$ cat config.mk
export PLATFORM = sky130hd
export DESIGN_NAME = pipelined_carry_adder_flat
export DESIGN_NICKNAME = d
export VERILOG_FILES = /design/src/rtl/pipelined_carry_adder_if.sv /design/src/rtl/pipelined_carry_adder.sv /design/src/flat_wrapper.sv
export SDC_FILE = /design/constraint.sdc
export NUM_CORES = 1
export LEC_CHECK = 0
export CAP_MARGIN = 20
export CORE_ASPECT_RATIO = 1.2
export CORE_UTILIZATION = 49
export DETAILED_ROUTE_END_ITERATION = 8
export PLACE_DENSITY = 0.76
export SLEW_MARGIN = 20
export SYNTH_ARGS = -nofsm -noshare
export SYNTH_HDL_FRONTEND = slang
export SYNTH_SLANG_ARGS = --single-unit
$ cat constraint.sdc
create_clock -name clk -period 1.7 [get_ports clk]
set_clock_uncertainty 0.1 [all_clocks]
set_input_delay 0.34 -clock clk [delete_from_list [all_inputs] [get_ports clk]]
set_output_delay 0.34 -clock clk [all_outputs]
set_load 0.01 [all_outputs]
$ cat src/rtl/pipelined_carry_adder_if.sv
// Handshake/operand bundle for pipelined_carry_adder; ovf exists only when PCA_OVERFLOW_EN is defined.
interface pipelined_carry_adder_if #(
    parameter int WIDTH = 16
);
    logic             in_valid;
    logic             in_ready;
    logic [WIDTH-1:0] a;
    logic [WIDTH-1:0] b;
    logic             cin;
    logic             out_valid;
    logic             out_ready;
    logic [WIDTH-1:0] sum;
    logic             cout;
`ifdef PCA_OVERFLOW_EN
    logic             ovf;
`endif

    modport master (
        output in_valid, a, b, cin, out_ready,
        input  in_ready, out_valid, sum, cout
`ifdef PCA_OVERFLOW_EN
        , input ovf
`endif
    );

    modport slave (
        input  in_valid, a, b, cin, out_ready,
        output in_ready, out_valid, sum, cout
`ifdef PCA_OVERFLOW_EN
        , output ovf
`endif
    );
endinterface

$ cat src/rtl/pipelined_carry_adder.sv
// WIDTH-bit adder split into STAGES chunks, one chunk per pipeline stage, with a global-stall
// valid/ready handshake. Define PCA_OVERFLOW_EN to add the registered signed-overflow output.
module pipelined_carry_adder #(
    parameter int WIDTH  = 16,
    parameter int STAGES = 4
) (
    input logic                   clk,
    input logic                   rst,
    pipelined_carry_adder_if.slave bus
);
    localparam int CW = WIDTH / STAGES;
    localparam int L  = STAGES - 1;

    logic             adv;
    logic             accept;
    logic             vld_q;
    logic [WIDTH-1:0] sum_q;
    logic             cout_q;

    assign adv          = !vld_q || bus.out_ready;
    assign bus.in_ready = adv || rst;
    assign accept       = bus.in_valid && adv && !rst;

    // Each stage consumes the low chunk of its remaining operands; the next stage registers
    // only the still-unadded upper part, and finished sum chunks grow from the bottom up.
    for (genvar k = 0; k < STAGES; k++) begin : g_st
        localparam int RW = WIDTH - k * CW;
        localparam int DW = (k + 1) * CW;

        logic [RW-1:0] ai;
        logic [RW-1:0] bi;
        logic          ci;
        logic          vi;
        logic [CW:0]   part;
        logic [DW-1:0] sn;

        if (k == 0) begin : g_in
            assign ai = bus.a;
            assign bi = bus.b;
            assign ci = bus.cin;
            assign vi = accept;
            assign sn = part[CW-1:0];
        end else begin : g_reg
            logic [RW-1:0]    a_q;
            logic [RW-1:0]    b_q;
            logic [DW-CW-1:0] s_q;
            logic             c_q;
            logic             v_q;

            always_ff @(posedge clk) begin
                if (rst) begin
                    v_q <= 1'b0;
                    a_q <= '0;
                    b_q <= '0;
                    s_q <= '0;
                    c_q <= 1'b0;
                end else if (adv) begin
                    v_q <= g_st[k-1].vi;
                    a_q <= g_st[k-1].ai[RW+CW-1:CW];
                    b_q <= g_st[k-1].bi[RW+CW-1:CW];
                    s_q <= g_st[k-1].sn;
                    c_q <= g_st[k-1].part[CW];
                end
            end

            assign ai = a_q;
            assign bi = b_q;
            assign ci = c_q;
            assign vi = v_q;
            assign sn = {part[CW-1:0], s_q};
        end

        assign part = {1'b0, ai[CW-1:0]} + {1'b0, bi[CW-1:0]} + {{CW{1'b0}}, ci};
    end

`ifdef PCA_OVERFLOW_EN
    logic ovf_q;
`endif

    always_ff @(posedge clk) begin
        if (rst) begin
            vld_q  <= 1'b0;
            sum_q  <= '0;
            cout_q <= 1'b0;
`ifdef PCA_OVERFLOW_EN
            ovf_q  <= 1'b0;
`endif
        end else if (adv) begin
            vld_q  <= g_st[L].vi;
            sum_q  <= g_st[L].sn;
            cout_q <= g_st[L].part[CW];
`ifdef PCA_OVERFLOW_EN
            // The last stage still sees both operand sign bits as the top of its chunk.
            ovf_q  <= g_st[L].vi
                      && (g_st[L].ai[CW-1] == g_st[L].bi[CW-1])
                      && (g_st[L].sn[WIDTH-1] != g_st[L].ai[CW-1]);
`endif
        end
    end

    assign bus.out_valid = vld_q;
    assign bus.sum       = sum_q;
    assign bus.cout      = cout_q;
`ifdef PCA_OVERFLOW_EN
    assign bus.ovf       = ovf_q;
`endif
endmodule

$ cat src/flat_wrapper.sv
// flat-port wrapper written by rule: the top's interface ports become plain ports
module pipelined_carry_adder_flat 
#(
    parameter int WIDTH  = 16,
    parameter int STAGES = 4
)
  (clk, rst, bus_in_valid, bus_a, bus_b, bus_cin, bus_out_ready, bus_in_ready, bus_out_valid, bus_sum, bus_cout);
  pipelined_carry_adder_if #(.WIDTH(WIDTH)) bus_i ();
  input logic clk;
  input logic rst;
  input wire logic [$bits(bus_i.in_valid)-1:0] bus_in_valid;
  input wire logic [$bits(bus_i.a)-1:0] bus_a;
  input wire logic [$bits(bus_i.b)-1:0] bus_b;
  input wire logic [$bits(bus_i.cin)-1:0] bus_cin;
  input wire logic [$bits(bus_i.out_ready)-1:0] bus_out_ready;
  output wire logic [$bits(bus_i.in_ready)-1:0] bus_in_ready;
  output wire logic [$bits(bus_i.out_valid)-1:0] bus_out_valid;
  output wire logic [$bits(bus_i.sum)-1:0] bus_sum;
  output wire logic [$bits(bus_i.cout)-1:0] bus_cout;
  assign bus_i.in_valid = bus_in_valid;
  assign bus_i.a = bus_a;
  assign bus_i.b = bus_b;
  assign bus_i.cin = bus_cin;
  assign bus_i.out_ready = bus_out_ready;
  assign bus_in_ready = bus_i.in_ready;
  assign bus_out_valid = bus_i.out_valid;
  assign bus_sum = bus_i.sum;
  assign bus_cout = bus_i.cout;
  pipelined_carry_adder #(.WIDTH(WIDTH), .STAGES(STAGES)) u_core (.clk(clk), .rst(rst), .bus(bus_i));
endmodule
== Word-level counts from Yosys, hierarchy flattened ==
Cells that the tools add are included.
Storage, ports and cells
  flip-flop bits (word level): 96
  output and inout bits: 19
Cells by class
  add/sub/neg operators: 8
  reduce and logical (&&, ||, !) cells: 6
Operators by type and width (number)
  adder 4 x 4 -> 5 bit: 4
  adder 5 x 1 -> 5 bit: 4
  logical AND 1 bit: 2
  zero test 1 bit: 2
  logical OR 1 bit: 2

== Longest topological paths before layout ==
  depth in word-level cells: 4
  mapped depth: 6
  gate-level depth less buffers: 6

== Worst setup path after synthesis ==
No wires, ideal clock.
  path kind: input to register
  start: input port bus_cin
  end: register u_core.g_st[1].g_reg.c_q
  data arrival time: 1.638 ns
  path slack: -0.163 ns
  cell stages on the path: 5
  cells stage by stage: fa_1 -> fa_1 -> a21o_1 -> a211oi_1 -> nor3_1
Between the ends
  cells in the longest elaborated chain, start to end: 1
RTL lines
  start, declared: line flat_wrapper.sv:14  | input wire logic [$bits(bus_i.cin)-1:0] bus_cin;
  adder 5 x 1 -> 5 bit: line pipelined_carry_adder.sv:73  | assign part = {1'b0, ai[CW-1:0]} + {1'b0, bi[CW-1:0]} + {{CW{1'b0}}, ci};
  end signal, assigned: line pipelined_carry_adder.sv:62  | c_q <= g_st[k-1].part[CW];
  end, declared: line pipelined_carry_adder.sv:47  | logic c_q;
Every way passes these cells.
A chain may end at the register's enable or synchronous reset.

== Worst setup path after layout ==
  start: register u_core.g_st[2].g_reg.c_q
  end: register u_core.g_st[3].g_reg.c_q
Between the ends
  cells in the longest elaborated chain, start to end: 1
RTL lines (line)
  start, declared: pipelined_carry_adder.sv:47
  start signal, assigned: pipelined_carry_adder.sv:62
  adder 5 x 1 -> 5 bit: pipelined_carry_adder.sv:73
  end signal, assigned: pipelined_carry_adder.sv:62
  end, declared: pipelined_carry_adder.sv:47
Every way passes these cells.

==> results by group <==
Worst setup path
  • Crit path buffers/inverters: 1
  • Crit path arrival time: 1.91 ns
  • CP delay by family, top: adder cells
  • Slowest CP cell: fa_2
  • Crit Path Class: reg2reg
  • Reg-to-reg critical path startpoint: u_core.g_st[2].ci
  • Worst Reg-to-Reg Cells: 6
  • WP data required: 1.87 ns
  • Max incr delay on CP: 0.39 ns
  • Critical path origin: u_core.g_st[2].ci
  • R2R Path End: u_core.g_st[3].ci
  • CP max FO: 2
  • Crit start category: flop
  • R2R setup slack: -0.04 ns
  • Worst setup EP type: flop
  • Most used cell, CP: fa_2
  • CP cell instances: inv_2 > fa_2 > fa_2 > nor2b_1 > o21ai_1 > a221oi_1

Cells and area
  • Ant diodes: 0
  • FF/Latch Area: 1930 um^2
  • Final Util: 63.3%
  • Post-route cell area: 4910 um^2
  • Fraction of layout cells with a size suffix above 1: 13.4%
  • Layout area overhead: 24.2%
  • Number of fill cells: 673
  • Final net count: 582
  • Footprint of the multi-input gates: 1850 um^2

Synth
  • Area leader, netlist: dfxtp_1
  • Adder-cell share of the synthesized area: 7.86%
  • Synth top area share: 48.7%
  • XOR/XNOR share of the synthesized area: 0.887%
  • Main synth FF type: dfxtp_1
  • Synth Area in Simple Gates: 20.1%
  • Mux contribution to synthesized area: 0%
  • Mapped Cells: 471
  • Register area share after synthesis: 48.7%
  • Number of synthesized flops with an enable pin: 0
  • Largest family of logic cells by synthesized area: simple AND/OR/NAND/NOR gates
  • YS warnings: 0
  • Avg Synthesized Cell Area: 8.38 um^2
  • Cell variety after synth: 25
  • Syn_nets: 528
  • Synth Cell Area: 3950 um^2
  • Synthesized flop and latch total: 96
  • Synth top area cells: dfxtp_1 (49%), nand2_1 (16%), a21oi_1 (11%)
  • Compound-Gate Fraction of Synth Area: 16.3%
  • Async S/R FF share, synth: 0%

Clock network
  • Clock slew at reported path FFs: 0.09 ns
  • Skew-Pair Late Insertion Delay: 0.36 ns
  • CTS Buf Count: 9
  • Sink Count: 96
  • Clock root buffer: clkbuf_8
  • Maximum root-to-sink buffer count: 2
  • H-Tree Depth: 3
  • TritonCTS clock tree: built
  • CTS Hold Bufs: 0

GRT
  • GRT overflow: 0
  • Met1 Track Usage GR: 25.0%
  • GR Util met3: 3.95%
  • Global-route wire length before repair: 13100 um
  • Largest net degree at the start of global routing: 49
  • Initial antenna violation count: 0
  • Gr usage total: 19.6%
  • GR Util met2: 32.0%
  • Top Usage Layer GRT: met2
  • Vias in the first global route: 2932

Power
  • Flop pwr share: 55.2%
  • Pwr Total: 4.42 mW
  • NetSw: 1.07 mW
  • Switching Share: 24.3%
  • Peak supply drop: 0.464 mV
  • Part of the power in the clock network: 34.2%
  • Comb pwr share: 10.7%
  • Power per Cell Area: 900 nW/um^2
  • Int Pwr: 3.34 mW
  • Leakage: 2.07 nW

Die
  • Ports: 56
  • Die Y-Extent: 100 um
  • Row cnt: 35
  • Core area: 7750 um^2
  • Initial Util: 50.9%
  • Die Width: 84.0 um
  • Die ar.: 8420 um^2

STA
  • Setup ws final: -0.0383 ns
  • Hold slack: 0.286 ns
  • Pins over their slew limit: 0
  • Fmax: 575 MHz
  • RSZ-0062 raised after global routing: yes
  • Final Hold Fails: 0
  • Final min period: 1.74 ns
  • Relative slew slack: 81.8%
  • Final Cycle Share: 102%
  • Worst Max-Slew Pin Slew: 0.273 ns
  • Setup Viol. Count Final: 2

Hold path
  • Hold endpoint: u_core.g_st[2].ci
  • Hold path start: rst
  • Hold Path Depth: 3
  • HP Class: in2reg

Placement
  • Number of port buffers: 55
  • DPL Wire Length: 5300 um
  • DP Area: 4650 um^2
  • Gpl congestion: 0.766

Routing
  • Post-route ant nets: 0
  • Drt drc: 12
  • Overall routed net length: 7730 um
  • Iteration-0 DRC count of the detailed router: 141
  • DR WL/cell: 12.4 um
  • Pre-antenna DRT Iters: 6
  • Vias/cell: 5.20
  • Vias: 3233

Outcome
  • Failing checks: DRC, setup timing
  • Outcome: complete, but fails checks

Run
  • Max Cap Viol: 0
==> metrics by stage <==
stage | worst slack, ns | std cells | TNS (ns)
after floorplan | -0.000431 | 471 | -0.000431
after detailed placement | -0.555 | 605 | -14.10
after CTS | -0.0514 | 622 | -0.0837
final | -0.0383 | 622 | -0.0760
after global routing | -0.135 | 622 | -0.309
after global placement | -0.518 | 605 | -11.88
==> area by class of cell <==
type                       instances  share of cell area, %
inverter                          13                  0.995
multi-input combinational        329                   37.6
clock inverter                     6                   1.40
sequential                        96                   39.4
timing repair buffer              76                   15.4
tap                               92                   2.35
clock buffer                      10                   2.81
==> tightest hold or removal path: cells and delay by family <==
family	cells	cell delay [ns]
buffers and inverters	2	0.32
AOI/OAI and AO/OA	1	0.05
==> synthesized netlist by cell type, types with 6 or more instances <==
cell type  count
a21oi_1       85
ha_1          12
nor2_1        13
a211oi_2       6
buf_4          9
dfxtp_1       96
clkbuf_1       8
nand3b_1       8
nand2_1      164
inv_1         13
fa_1           8
buf_2         12
==> power by group through the flow <==
stage	registers (mW)	clock network, mW	logic [mW]
5_1_grt	2.45	1.64	0.522
6_report	2.44	1.51	0.471
3_5_place_dp	2.49	0	0.469
2_1_floorplan	2.48	0	0.268
4_1_cts	2.44	1.54	0.468
3_3_place_gp	2.48	0	0.456
==> sequential cells by signal, summed over array words and instances (netlist names) <==
signal and cells:
u_core.bus.cout 1, u_core.bus.out_valid 1, u_core.bus.sum 16, u_core.g_st.ai 24
u_core.g_st.bi 24, u_core.g_st.ci 3, u_core.g_st.g_reg.s_q 24, u_core.g_st.g_reg.v_q 3
==> cell usage in the layout (no fill, tap or decap), drive strengths merged, types with 4 or more instances in the layout <==
| cell | netlist | final |
|---|---|---|
| nand2b | 4 | 4 |
| xnor2 | 4 | 4 |
| clkbuf | 8 | 10 |
| a2111o | 4 | 4 |
| a211oi | 8 | 8 |
| dlymetal6s2s | 0 | 7 |
| clkdlybuf4s50 | 0 | 31 |
| buf | 25 | 22 |
| nor2 | 13 | 13 |
| clkinvlp | 0 | 4 |
| inv | 13 | 13 |
| fa | 8 | 8 |
| nand2 | 164 | 164 |
| dlygate4sd2 | 0 | 15 |
| dfxtp | 96 | 96 |
| nor2b | 4 | 4 |
| o211ai | 4 | 4 |
| nand3b | 8 | 8 |
| a21oi | 85 | 85 |
| ha | 12 | 12 |
==> repair_timing <==
item / CTS / global route
resized for setup: 29 / 18
setup buffers: 1 / 0
endpoints found under the hold margin: 0 / 0
pin swaps: 6 / 8
endpoints found under the setup margin: 22 / 14
==> cells by family (layout without fill, tap and decap cells) <==
| group | after synthesis | count (layout) |
|---|---|---|
| AO/OA/AOI/OAI | 109 | 109 |
| XOR/XNOR | 4 | 4 |
| adder cells (fa/ha/maj) | 20 | 20 |
| buffers and inverters | 46 | 105 |
| flip-flops | 96 | 96 |
| AND/OR/NAND/NOR | 196 | 196 |
==> routing by layer <==
metal  vias to the layer above  wire (um)
li1                       1651          -
met1                      1495       3670
met2                        72       3590
met3                        15        309
met4                         0        163
met5                         -          0
==> worst max path at each step <==
| stage | to | slack (ns) | depth (start not counted) |
|---|---|---|---|
| after floorplan | u_core.g_st[1].ci | -0.0004 | 5 |
| after global placement | u_core.g_st[1].ci | -0.52 | 6 |
| after detailed placement | u_core.g_st[1].ci | -0.56 | 6 |
| after CTS | u_core.bus.cout | -0.05 | 6 |
| after global routing | u_core.g_st[3].ci | -0.14 | 6 |
| final | u_core.g_st[3].ci | -0.04 | 6 |
(Power assumes the default switching activity.)
